--- src/rtl/id_ex_stage_if.sv ---
// ID/EX bundle: decoded instruction from ID and its registered copy presented to EX.
// master = decode side (drives id_*), slave = the ID/EX register (drives ex_*).
interface id_ex_stage_if #(
  parameter int XLEN = 32,
  parameter int RA_W = 5
);
  logic            id_valid;
  logic [6:0]      id_opcode;
  logic            id_branch;
  logic            id_mem_read;
  logic            id_mem_write;
  logic            id_alu_src;
  logic            id_reg_write;
  logic [1:0]      id_wr_mux;
  logic [1:0]      id_alu_op;
  logic [XLEN-1:0] id_pc;
  logic [XLEN-1:0] id_rs1_data;
  logic [XLEN-1:0] id_rs2_data;
  logic [XLEN-1:0] id_imm;
  logic [RA_W-1:0] id_rs1;
  logic [RA_W-1:0] id_rs2;
  logic [RA_W-1:0] id_rd;
  logic [2:0]      id_funct3;
  logic            id_funct7b5;

  logic            ex_valid;
  logic [6:0]      ex_opcode;
  logic            ex_branch;
  logic            ex_mem_read;
  logic            ex_mem_write;
  logic            ex_alu_src;
  logic            ex_reg_write;
  logic [1:0]      ex_wr_mux;
  logic [1:0]      ex_alu_op;
  logic [XLEN-1:0] ex_pc;
  logic [XLEN-1:0] ex_rs1_data;
  logic [XLEN-1:0] ex_rs2_data;
  logic [XLEN-1:0] ex_imm;
  logic [RA_W-1:0] ex_rs1;
  logic [RA_W-1:0] ex_rs2;
  logic [RA_W-1:0] ex_rd;
  logic [2:0]      ex_funct3;
  logic            ex_funct7b5;

  modport master (
    output id_valid, id_opcode, id_branch, id_mem_read, id_mem_write, id_alu_src,
           id_reg_write, id_wr_mux, id_alu_op, id_pc, id_rs1_data, id_rs2_data,
           id_imm, id_rs1, id_rs2, id_rd, id_funct3, id_funct7b5,
    input  ex_valid, ex_opcode, ex_branch, ex_mem_read, ex_mem_write, ex_alu_src,
           ex_reg_write, ex_wr_mux, ex_alu_op, ex_pc, ex_rs1_data, ex_rs2_data,
           ex_imm, ex_rs1, ex_rs2, ex_rd, ex_funct3, ex_funct7b5
  );

  modport slave (
    input  id_valid, id_opcode, id_branch, id_mem_read, id_mem_write, id_alu_src,
           id_reg_write, id_wr_mux, id_alu_op, id_pc, id_rs1_data, id_rs2_data,
           id_imm, id_rs1, id_rs2, id_rd, id_funct3, id_funct7b5,
    output ex_valid, ex_opcode, ex_branch, ex_mem_read, ex_mem_write, ex_alu_src,
           ex_reg_write, ex_wr_mux, ex_alu_op, ex_pc, ex_rs1_data, ex_rs2_data,
           ex_imm, ex_rs1, ex_rs2, ex_rd, ex_funct3, ex_funct7b5
  );
endinterface

--- src/rtl/id_ex_stage.sv ---
// ID/EX pipeline register with load-use hazard detection, flush/stall bubble
// insertion and saturating stall/flush event counters.
module id_ex_stage #(
  parameter int XLEN  = 32,
  parameter int RA_W  = 5,
  parameter int CNT_W = 32
) (
  input  logic             clk,
  input  logic             rst_n,
  id_ex_stage_if.slave     bus,
  input  logic             flush,
  output logic             pc_write,
  output logic             ifid_write,
  output logic [CNT_W-1:0] stall_cnt,
  output logic [CNT_W-1:0] flush_cnt
);
  localparam int CTRL_W = 9;
  localparam int DATA_W = 7 + 4 * XLEN + 3 * RA_W + 3 + 1;

  logic [CTRL_W-1:0] ctrl_id, ctrl_d, ctrl_q;
  logic [DATA_W-1:0] data_id, data_q;
  logic              valid_d, valid_q;
  logic [CNT_W-1:0]  stall_cnt_d, stall_cnt_q;
  logic [CNT_W-1:0]  flush_cnt_d, flush_cnt_q;
  logic              use_rs1, use_rs2;
  logic              hazard, stall, bubble;
  logic [RA_W-1:0]   ex_rd_w;
  logic              ex_mem_read_w;

  function automatic logic [CNT_W-1:0] sat_inc(input logic [CNT_W-1:0] v);
    return (&v) ? v : v + {{(CNT_W-1){1'b0}}, 1'b1};
  endfunction

  assign ctrl_id = {bus.id_branch, bus.id_mem_read, bus.id_mem_write, bus.id_alu_src,
                    bus.id_reg_write, bus.id_wr_mux, bus.id_alu_op};
  assign data_id = {bus.id_opcode, bus.id_pc, bus.id_rs1_data, bus.id_rs2_data, bus.id_imm,
                    bus.id_rs1, bus.id_rs2, bus.id_rd, bus.id_funct3, bus.id_funct7b5};

  // rd sits just above funct3/funct7b5 in the data bundle; mem_read is ctrl bit 7
  assign ex_rd_w       = data_q[RA_W+3:4];
  assign ex_mem_read_w = ctrl_q[7];

  always_comb begin
    use_rs1 = 1'b0;
    use_rs2 = 1'b0;
    case (bus.id_opcode)
      7'b0110011, 7'b0100011, 7'b1100011: begin
        use_rs1 = 1'b1;
        use_rs2 = 1'b1;
      end
      7'b0000011, 7'b0010011, 7'b1100111: use_rs1 = 1'b1;
      default: ;
    endcase
  end

  assign hazard = bus.id_valid & valid_q & ex_mem_read_w & (ex_rd_w != '0) &
                  ((use_rs1 & (ex_rd_w == bus.id_rs1)) | (use_rs2 & (ex_rd_w == bus.id_rs2)));
  assign stall      = hazard & ~flush;
  assign bubble     = flush | stall;
  assign pc_write   = ~stall;
  assign ifid_write = ~stall;

  always_comb begin
    valid_d     = bubble ? 1'b0 : bus.id_valid;
    ctrl_d      = (bubble | ~bus.id_valid) ? '0 : ctrl_id;
    flush_cnt_d = flush ? sat_inc(flush_cnt_q) : flush_cnt_q;
    stall_cnt_d = stall ? sat_inc(stall_cnt_q) : stall_cnt_q;
  end

  // ---- ID -> EX register boundary ----
  always_ff @(posedge clk or negedge rst_n) begin
    if (!rst_n) begin
      valid_q     <= 1'b0;
      ctrl_q      <= '0;
      data_q      <= '0;
      stall_cnt_q <= '0;
      flush_cnt_q <= '0;
    end else begin
      valid_q     <= valid_d;
      ctrl_q      <= ctrl_d;
      data_q      <= data_id;
      stall_cnt_q <= stall_cnt_d;
      flush_cnt_q <= flush_cnt_d;
    end
  end

  assign bus.ex_valid = valid_q;
  assign {bus.ex_branch, bus.ex_mem_read, bus.ex_mem_write, bus.ex_alu_src,
          bus.ex_reg_write, bus.ex_wr_mux, bus.ex_alu_op} = ctrl_q;
  assign {bus.ex_opcode, bus.ex_pc, bus.ex_rs1_data, bus.ex_rs2_data, bus.ex_imm,
          bus.ex_rs1, bus.ex_rs2, bus.ex_rd, bus.ex_funct3, bus.ex_funct7b5} = data_q;
  assign stall_cnt = stall_cnt_q;
  assign flush_cnt = flush_cnt_q;
endmodule

--- src/flat_wrapper.sv ---
// flat-port wrapper written by rule: the top's interface ports become plain ports
module id_ex_stage_flat 
#(
  parameter int XLEN  = 32,
  parameter int RA_W  = 5,
  parameter int CNT_W = 32
)
  (clk, rst_n, flush, pc_write, ifid_write, stall_cnt, flush_cnt, bus_id_valid, bus_id_opcode, bus_id_branch, bus_id_mem_read, bus_id_mem_write, bus_id_alu_src, bus_id_reg_write, bus_id_wr_mux, bus_id_alu_op, bus_id_pc, bus_id_rs1_data, bus_id_rs2_data, bus_id_imm, bus_id_rs1, bus_id_rs2, bus_id_rd, bus_id_funct3, bus_id_funct7b5, bus_ex_valid, bus_ex_opcode, bus_ex_branch, bus_ex_mem_read, bus_ex_mem_write, bus_ex_alu_src, bus_ex_reg_write, bus_ex_wr_mux, bus_ex_alu_op, bus_ex_pc, bus_ex_rs1_data, bus_ex_rs2_data, bus_ex_imm, bus_ex_rs1, bus_ex_rs2, bus_ex_rd, bus_ex_funct3, bus_ex_funct7b5);
  id_ex_stage_if #(.XLEN(XLEN), .RA_W(RA_W)) bus_i ();
  input  logic clk;
  input  logic rst_n;
  input  logic flush;
  output logic pc_write;
  output logic ifid_write;
  output logic [CNT_W-1:0] stall_cnt;
  output logic [CNT_W-1:0] flush_cnt;
  input wire logic [$bits(bus_i.id_valid)-1:0] bus_id_valid;
  input wire logic [$bits(bus_i.id_opcode)-1:0] bus_id_opcode;
  input wire logic [$bits(bus_i.id_branch)-1:0] bus_id_branch;
  input wire logic [$bits(bus_i.id_mem_read)-1:0] bus_id_mem_read;
  input wire logic [$bits(bus_i.id_mem_write)-1:0] bus_id_mem_write;
  input wire logic [$bits(bus_i.id_alu_src)-1:0] bus_id_alu_src;
  input wire logic [$bits(bus_i.id_reg_write)-1:0] bus_id_reg_write;
  input wire logic [$bits(bus_i.id_wr_mux)-1:0] bus_id_wr_mux;
  input wire logic [$bits(bus_i.id_alu_op)-1:0] bus_id_alu_op;
  input wire logic [$bits(bus_i.id_pc)-1:0] bus_id_pc;
  input wire logic [$bits(bus_i.id_rs1_data)-1:0] bus_id_rs1_data;
  input wire logic [$bits(bus_i.id_rs2_data)-1:0] bus_id_rs2_data;
  input wire logic [$bits(bus_i.id_imm)-1:0] bus_id_imm;
  input wire logic [$bits(bus_i.id_rs1)-1:0] bus_id_rs1;
  input wire logic [$bits(bus_i.id_rs2)-1:0] bus_id_rs2;
  input wire logic [$bits(bus_i.id_rd)-1:0] bus_id_rd;
  input wire logic [$bits(bus_i.id_funct3)-1:0] bus_id_funct3;
  input wire logic [$bits(bus_i.id_funct7b5)-1:0] bus_id_funct7b5;
  output wire logic [$bits(bus_i.ex_valid)-1:0] bus_ex_valid;
  output wire logic [$bits(bus_i.ex_opcode)-1:0] bus_ex_opcode;
  output wire logic [$bits(bus_i.ex_branch)-1:0] bus_ex_branch;
  output wire logic [$bits(bus_i.ex_mem_read)-1:0] bus_ex_mem_read;
  output wire logic [$bits(bus_i.ex_mem_write)-1:0] bus_ex_mem_write;
  output wire logic [$bits(bus_i.ex_alu_src)-1:0] bus_ex_alu_src;
  output wire logic [$bits(bus_i.ex_reg_write)-1:0] bus_ex_reg_write;
  output wire logic [$bits(bus_i.ex_wr_mux)-1:0] bus_ex_wr_mux;
  output wire logic [$bits(bus_i.ex_alu_op)-1:0] bus_ex_alu_op;
  output wire logic [$bits(bus_i.ex_pc)-1:0] bus_ex_pc;
  output wire logic [$bits(bus_i.ex_rs1_data)-1:0] bus_ex_rs1_data;
  output wire logic [$bits(bus_i.ex_rs2_data)-1:0] bus_ex_rs2_data;
  output wire logic [$bits(bus_i.ex_imm)-1:0] bus_ex_imm;
  output wire logic [$bits(bus_i.ex_rs1)-1:0] bus_ex_rs1;
  output wire logic [$bits(bus_i.ex_rs2)-1:0] bus_ex_rs2;
  output wire logic [$bits(bus_i.ex_rd)-1:0] bus_ex_rd;
  output wire logic [$bits(bus_i.ex_funct3)-1:0] bus_ex_funct3;
  output wire logic [$bits(bus_i.ex_funct7b5)-1:0] bus_ex_funct7b5;
  assign bus_i.id_valid = bus_id_valid;
  assign bus_i.id_opcode = bus_id_opcode;
  assign bus_i.id_branch = bus_id_branch;
  assign bus_i.id_mem_read = bus_id_mem_read;
  assign bus_i.id_mem_write = bus_id_mem_write;
  assign bus_i.id_alu_src = bus_id_alu_src;
  assign bus_i.id_reg_write = bus_id_reg_write;
  assign bus_i.id_wr_mux = bus_id_wr_mux;
  assign bus_i.id_alu_op = bus_id_alu_op;
  assign bus_i.id_pc = bus_id_pc;
  assign bus_i.id_rs1_data = bus_id_rs1_data;
  assign bus_i.id_rs2_data = bus_id_rs2_data;
  assign bus_i.id_imm = bus_id_imm;
  assign bus_i.id_rs1 = bus_id_rs1;
  assign bus_i.id_rs2 = bus_id_rs2;
  assign bus_i.id_rd = bus_id_rd;
  assign bus_i.id_funct3 = bus_id_funct3;
  assign bus_i.id_funct7b5 = bus_id_funct7b5;
  assign bus_ex_valid = bus_i.ex_valid;
  assign bus_ex_opcode = bus_i.ex_opcode;
  assign bus_ex_branch = bus_i.ex_branch;
  assign bus_ex_mem_read = bus_i.ex_mem_read;
  assign bus_ex_mem_write = bus_i.ex_mem_write;
  assign bus_ex_alu_src = bus_i.ex_alu_src;
  assign bus_ex_reg_write = bus_i.ex_reg_write;
  assign bus_ex_wr_mux = bus_i.ex_wr_mux;
  assign bus_ex_alu_op = bus_i.ex_alu_op;
  assign bus_ex_pc = bus_i.ex_pc;
  assign bus_ex_rs1_data = bus_i.ex_rs1_data;
  assign bus_ex_rs2_data = bus_i.ex_rs2_data;
  assign bus_ex_imm = bus_i.ex_imm;
  assign bus_ex_rs1 = bus_i.ex_rs1;
  assign bus_ex_rs2 = bus_i.ex_rs2;
  assign bus_ex_rd = bus_i.ex_rd;
  assign bus_ex_funct3 = bus_i.ex_funct3;
  assign bus_ex_funct7b5 = bus_i.ex_funct7b5;
  id_ex_stage #(.XLEN(XLEN), .RA_W(RA_W), .CNT_W(CNT_W)) u_core (.clk(clk), .rst_n(rst_n), .bus(bus_i), .flush(flush), .pc_write(pc_write), .ifid_write(ifid_write), .stall_cnt(stall_cnt), .flush_cnt(flush_cnt));
endmodule
--- config.mk ---
export PLATFORM = sky130hd
export DESIGN_NAME = id_ex_stage_flat
export DESIGN_NICKNAME = d
export VERILOG_FILES = /design/src/rtl/id_ex_stage_if.sv /design/src/rtl/id_ex_stage.sv /design/src/flat_wrapper.sv
export SDC_FILE = /design/constraint.sdc
export NUM_CORES = 1
export LEC_CHECK = 0
export CORE_AREA = 5 5 149 151
export DETAILED_ROUTE_END_ITERATION = 8
export DIE_AREA = 0 0 154 156
export GPL_TIMING_DRIVEN = 0
export PLACE_DENSITY = 0.75
export SLEW_MARGIN = 20
export SYNTH_ARGS = -nofsm -noshare
export SYNTH_HDL_FRONTEND = slang
export SYNTH_SLANG_ARGS = --single-unit
--- constraint.sdc ---
create_clock -name clk -period 2.6 [get_ports clk]
set_input_delay 0.26 -clock clk [delete_from_list [all_inputs] [get_ports clk]]
set_output_delay 0.26 -clock clk [all_outputs]
set_load 0.02 [all_outputs]
; After elaboration in Yosys (flattened, before gate mapping)
; Cells that the tools add are included.
[classes]
n_bitwise = 15
n_eq_ne = 8
reduce_logical = 7
n_mux = 4
add_sub_neg = 2
[op_table]
columns = cell, count
row1 = adder 32 x 1 -> 32 bit (second input constant), 2
row2 = AND reduction 32 bit, 2
row3 = == test 7 x 6 -> 1 bit (second input constant), 2
row4 = == test 7 bit (second input constant), 2
row5 = == test 5 bit, 2
row6 = two-way mux 9 bit, 1
row7 = AND 1 bit, 7
row8 = == test 7 x 2 -> 1 bit (second input constant), 1
row9 = == test 7 x 5 -> 1 bit (second input constant), 1
row10 = OR reduction 6 bit, 1
row11 = NOT 1 bit, 5
row12 = nonzero test 5 bit, 1
row13 = AND reduction 2 bit, 2
row14 = two-way mux 1 bit, 3
row15 = OR 1 bit, 3
row16 = OR reduction 3 bit, 1
[totals]
elab_cells = 41
inputBits = 167
regBits = 228
output_inout_bits = 230

; Longest topological paths before layout
[logic_depth]
depth_word = 10
depth_mapped = 8

; Worst setup path after synthesis
; Ideal clock, no wire load.
[synth_path]
kind = reg-to-reg
startpoint = register u_core.data_q[4]
endpoint = register u_core.stall_cnt_q[5], in the netlist u_core.stall_cnt[5]
slack_ns = 0.492
period_less_slack_ns = 2.108
stages_incl_launch_ff = 7
arrival_time_ns = 1.977
path_cell_list = dfrtp_1 > xor2_1 > a2111oi_4 > o21a_4 > inv_2 > or4_1 > xnor2_1
[synth_via]
elab_chain_len = 6
elab_cells_between_ends = 10
classes_between = eq/ne (2) / bitwise (6) / reduce/logical (2)
[synth_rtl]
columns = element, line
row1 = start: declaration, id_ex_stage.sv:21  ; logic [DATA_W-1:0] data_id, data_q;
row2 = start signal: assignment, id_ex_stage.sv:81  ; data_q <= data_id;
row3 = == test 5 bit, id_ex_stage.sv:57  ; ((use_rs1 & (ex_rd_w == bus.id_rs1)) | (use_rs2 & (ex_rd_w == bus.id_rs2)));
row4 = AND 1 bit, id_ex_stage.sv:57
row5 = OR 1 bit, id_ex_stage.sv:57
row6 = AND 1 bit (*), id_ex_stage.sv:56  ; assign hazard = bus.id_valid & valid_q & ex_mem_read_w & (ex_rd_w != '0) &
row7 = AND 1 bit (*), id_ex_stage.sv:58  ; assign stall = hazard & ~flush;
row8 = AND reduction 2 bit (no source line) (*), --
row9 = end signal: assignment, id_ex_stage.sv:82  ; stall_cnt_q <= stall_cnt_d;
row10 = end: declaration, id_ex_stage.sv:23  ; logic [CNT_W-1:0] stall_cnt_d, stall_cnt_q;
; Mark *: on every way between the ends. The rest lies on a longest branch, timed or not.
; A chain may end at the register's enable or synchronous reset.

; Worst setup path after layout
[layout_path]
startpoint = register u_core.data_q[8]
endpoint = output pc_write
[layout_via]
elab_chain_len = 6
elab_cells_between_ends = 10
classes_between = eq/ne (2) / bitwise (7) / reduce/logical (1)
[layout_rtl]
columns = element, line
row1 = == test 5 bit, id_ex_stage.sv:57
row2 = AND 1 bit, id_ex_stage.sv:57
row3 = OR 1 bit, id_ex_stage.sv:57
row4 = AND 1 bit (*), id_ex_stage.sv:56
row5 = AND 1 bit (*), id_ex_stage.sv:58
row6 = NOT 1 bit (*), id_ex_stage.sv:60  ; assign pc_write = ~stall;
row7 = end: declaration, flat_wrapper.sv:13  ; output logic pc_write;
; Marks and branches as above.

==> results.md <==
* Outcome: finished, final reports clean
* Core Rows at between 50 and 60
* Layout area overhead at 70.3%
* Startpoint types: flip-flop
* Least-Margin Pin Slew at between 500 and 600 ps
* Min cycle time layout at 2470 ps
* MaxCap Viol Count at 0
* Flop2flop setup slack at between 200 and 250 ps
* H-tree Lvls at 1
* Routability-driven placement congestion ratio at 0.832
* Mean Syn Cell Area at 15.4 um2
* CP max FO at 10
* Post-synth EDFFs at 0
* FF-to-FF End: u_core.stall_cnt[18]
* RSZ-0062 raised after global routing: no
* TritonCTS clock tree: built
* Initial antenna violation count at 0
* Seq cells post-synth at between 200 and 250
* Reg2reg path depth at 9
* Synth Warn # at 0
* Starting Density at 0.362
* Worst VDD drop at roughly 0.63 mV
* Pre-CTS setup slack at -112 ps
* CP Data Required Time at 2340 ps
* Routed wire per std cell at between 20 and 25 um
* WS Path Type: flip-flop to output port
* Vias per inst at 4.49
* Final Max Tran Viols at 0
* Clock root buffer: clkbuf_16
* IO Port Bufs at 396
* Hold Fails Final Rpt at 0
* Rel. slew slack at 0.608
* Syn_nets at approximately 650
* Main synth FF type: dfrtp_1
* Nets at ~1100
* WL final at approximately 24 mm
* CTS Sinks at around 230
* Remaining antenna violation count after routing at 0
* Clk_lat worst skew at roughly 500 ps
* Die area at 24000 um2
* First-pass DRT Iterations at 4
* Power Dens Cells at about 660 nW/um2
* Hold crit path type: primary input to flip-flop
* Cell count after synthesis at 485
* Final design utilization at 0.616
* Die height at roughly 160 um
* DR DRC count at 0
* CTS clk-pin slew, worst paths at 60 ps
* Final global-route overflow total at 0
* Overall routing resource usage at 0.199
* Count of final setup violators at 0
* Clk buf depth at 3
* CP arrival at between 2000 and 2500 ps
* Share of layout cells above drive strength 1 at 0.0836
* Asr flop ratio synth at 1.00
* Largest net degree at the start of global routing at 85
* Total chip power at approximately 8.4 mW
* Mapped Area at 7480 um2
* Die X at about 150 um
* Synth unique cells at 42
* Reg2reg start: u_core.data_q[8]
* Iteration-0 DRC Markers at 177
* Element type at the critical path end: output port
* Hold path start: bus_id_pc[4]
* Hold endpoint: u_core.data_q[119]
* Vias in the first global route at 5757
* Critical path origin: u_core.data_q[8]
* Hold Path Stages at 1
* Leakage power at ~5.4 nW
* First-pass GRT wire length at about 36 mm
* Via count at roughly 5400
* Final Cycle Share at 0.952
* Final worst setup slack at between 100 and 150 ps
* HPWL after DPL at between 15 and 20 mm
* Seq/Total Area, Yosys at 0.763
* Fmax at approximately 400 MHz
* Core ar. at between 20000 and 25000 um2
* Clock skew at roughly 12 ps
* Cell Area, Placed at 11900 um2
* Ports at slightly below 400
* Design area at around 13000 um2
* Clock buffer count from CTS at 25
where the power goes:
part           total [mW]  switching (mW)  internal, mW
Clock                3.40            1.34          2.06
Combinational        1.17           0.548         0.622
Sequential           3.85           0.119          3.73
per-layer routing:
layer / part of all wire / up-vias / track usage / routed length (um)
met1: 0.39 / 2685 / 0.247 / 9450
met4: 0.024 / 0 / 0.0534 / 581
li1: - / 2497 / - / -
met2: 0.52 / 217 / 0.351 / 12600
met3: 0.068 / 34 / 0.0455 / 1660
met5: 0 / - / 0 / 0
registers in the layout, summed over array words and instances (netlist names):
name	flops
u_core.data_q	154
u_core.flush_cnt	32
u_core.stall_cnt	32
u_core.ctrl_q	9
u_core.bus.ex_valid	1
worst max-delay path: stages (launching register included):
cell      delay, ps
dfrtp_2         440
buf_12          140
nor4_2          320
a211oi_1        130
and2_1          180
o21a_4          130
inv_4           110
buf_4           110
buf_2           150
cells in the final DEF, fill, tap and decap left out, drive strengths merged, types with 2 or more instances in the layout:
| cell | instances |
|---|---|
| clkdlybuf4s50 | 393 |
| ha | 2 |
| buf | 12 |
| xor2 | 14 |
| inv | 8 |
| nand3 | 27 |
| nor4 | 7 |
| and2 | 12 |
| mux2 | 3 |
| nor2 | 18 |
| nor3 | 11 |
| nand2b | 2 |
| dfrtp | 228 |
| or3 | 3 |
| clkbuf | 41 |
| or4 | 4 |
| and3 | 10 |
| a31o | 2 |
| nand4 | 25 |
| a31oi | 2 |
| clkinv | 5 |
| xnor2 | 56 |
| o21a | 2 |
| nand2 | 32 |
| and4 | 3 |
final cells by class:
class                           count  area (um2)
Antenna cell                        1        2.50
Buffer                              6        27.5
Clock buffer                       37         741
Clock inverter                      7        66.3
Fill cell                        1599        7950
Inverter                            7        28.8
Multi-Input combinational cell    244        1740
Sequential cell                   228        5710
Tap cell                          275         344
Timing Repair Buffer              404        4090
cell usage after synthesis (2+ instances only):
library cell,instances,area (um2)
a31o_2,2,17.5
a31oi_1,2,12.5
and2_1,12,75.1
and3_1,10,62.6
and4_1,3,26.3
clkbuf_1,4,15.0
dfrtp_1,228,5710
ha_1,2,25.0
inv_1,6,22.5
mux2_2,3,33.8
nand2_1,31,116
nand2b_1,2,12.5
nand3_1,27,135
nand4_1,24,150
nor2_1,17,63.8
nor3_1,9,45.0
nor4_1,2,12.5
nor4_2,3,37.5
nor4_4,2,42.5
or3_1,3,18.8
or4_1,4,30.0
xnor2_1,56,490
xor2_1,14,123
how the worst max path moves through the flow:
| stage | endpoint | depth (start not counted) |
|---|---|---|
| after CTS | ifid_write | 7 |
| after floorplan | u_core.stall_cnt[5] | 6 |
| final | pc_write | 8 |
| after detailed placement | pc_write | 8 |
| after global routing | pc_write | 8 |
| after global placement | u_core.data_q[37] | 1 |
logic make-up (layout without fill, tap and decap cells):
| group | after synthesis | in the layout | share of synthesized area |
|---|---|---|---|
| buf+inv | 13 | 461 | 0.00719 |
| mux | 3 | 3 | 0.00451 |
| flops | 228 | 228 | 0.763 |
| xor+xnor | 70 | 70 | 0.0819 |
| simple gates | 159 | 159 | 0.127 |
| fa+ha+maj | 2 | 2 | 0.00334 |
| compound gates | 10 | 10 | 0.0130 |
| other cells | 0 | 1 | 0 |
per-stage QoR:
stage                     hold WS (ps)  instances  TNS [ps]
after floorplan                  -35.6        485         0
final                              191       1209         0
after CTS                          160       1208         0
after global placement             478       1156  -1870670
after detailed placement           265       1158      -158
after global routing               168       1208         0
timing repair:
item / 4_1_cts / 5_1_grt
resized for setup: 13 / 2
pin swaps: 5 / 2
setup buffers: 5 / 0
endpoints found under the setup margin: 2 / 2
hold endpoints to repair: 69 / 0
hold buffers: 1 / 0
No activity file was read; power rests on OpenSTA's default activity.
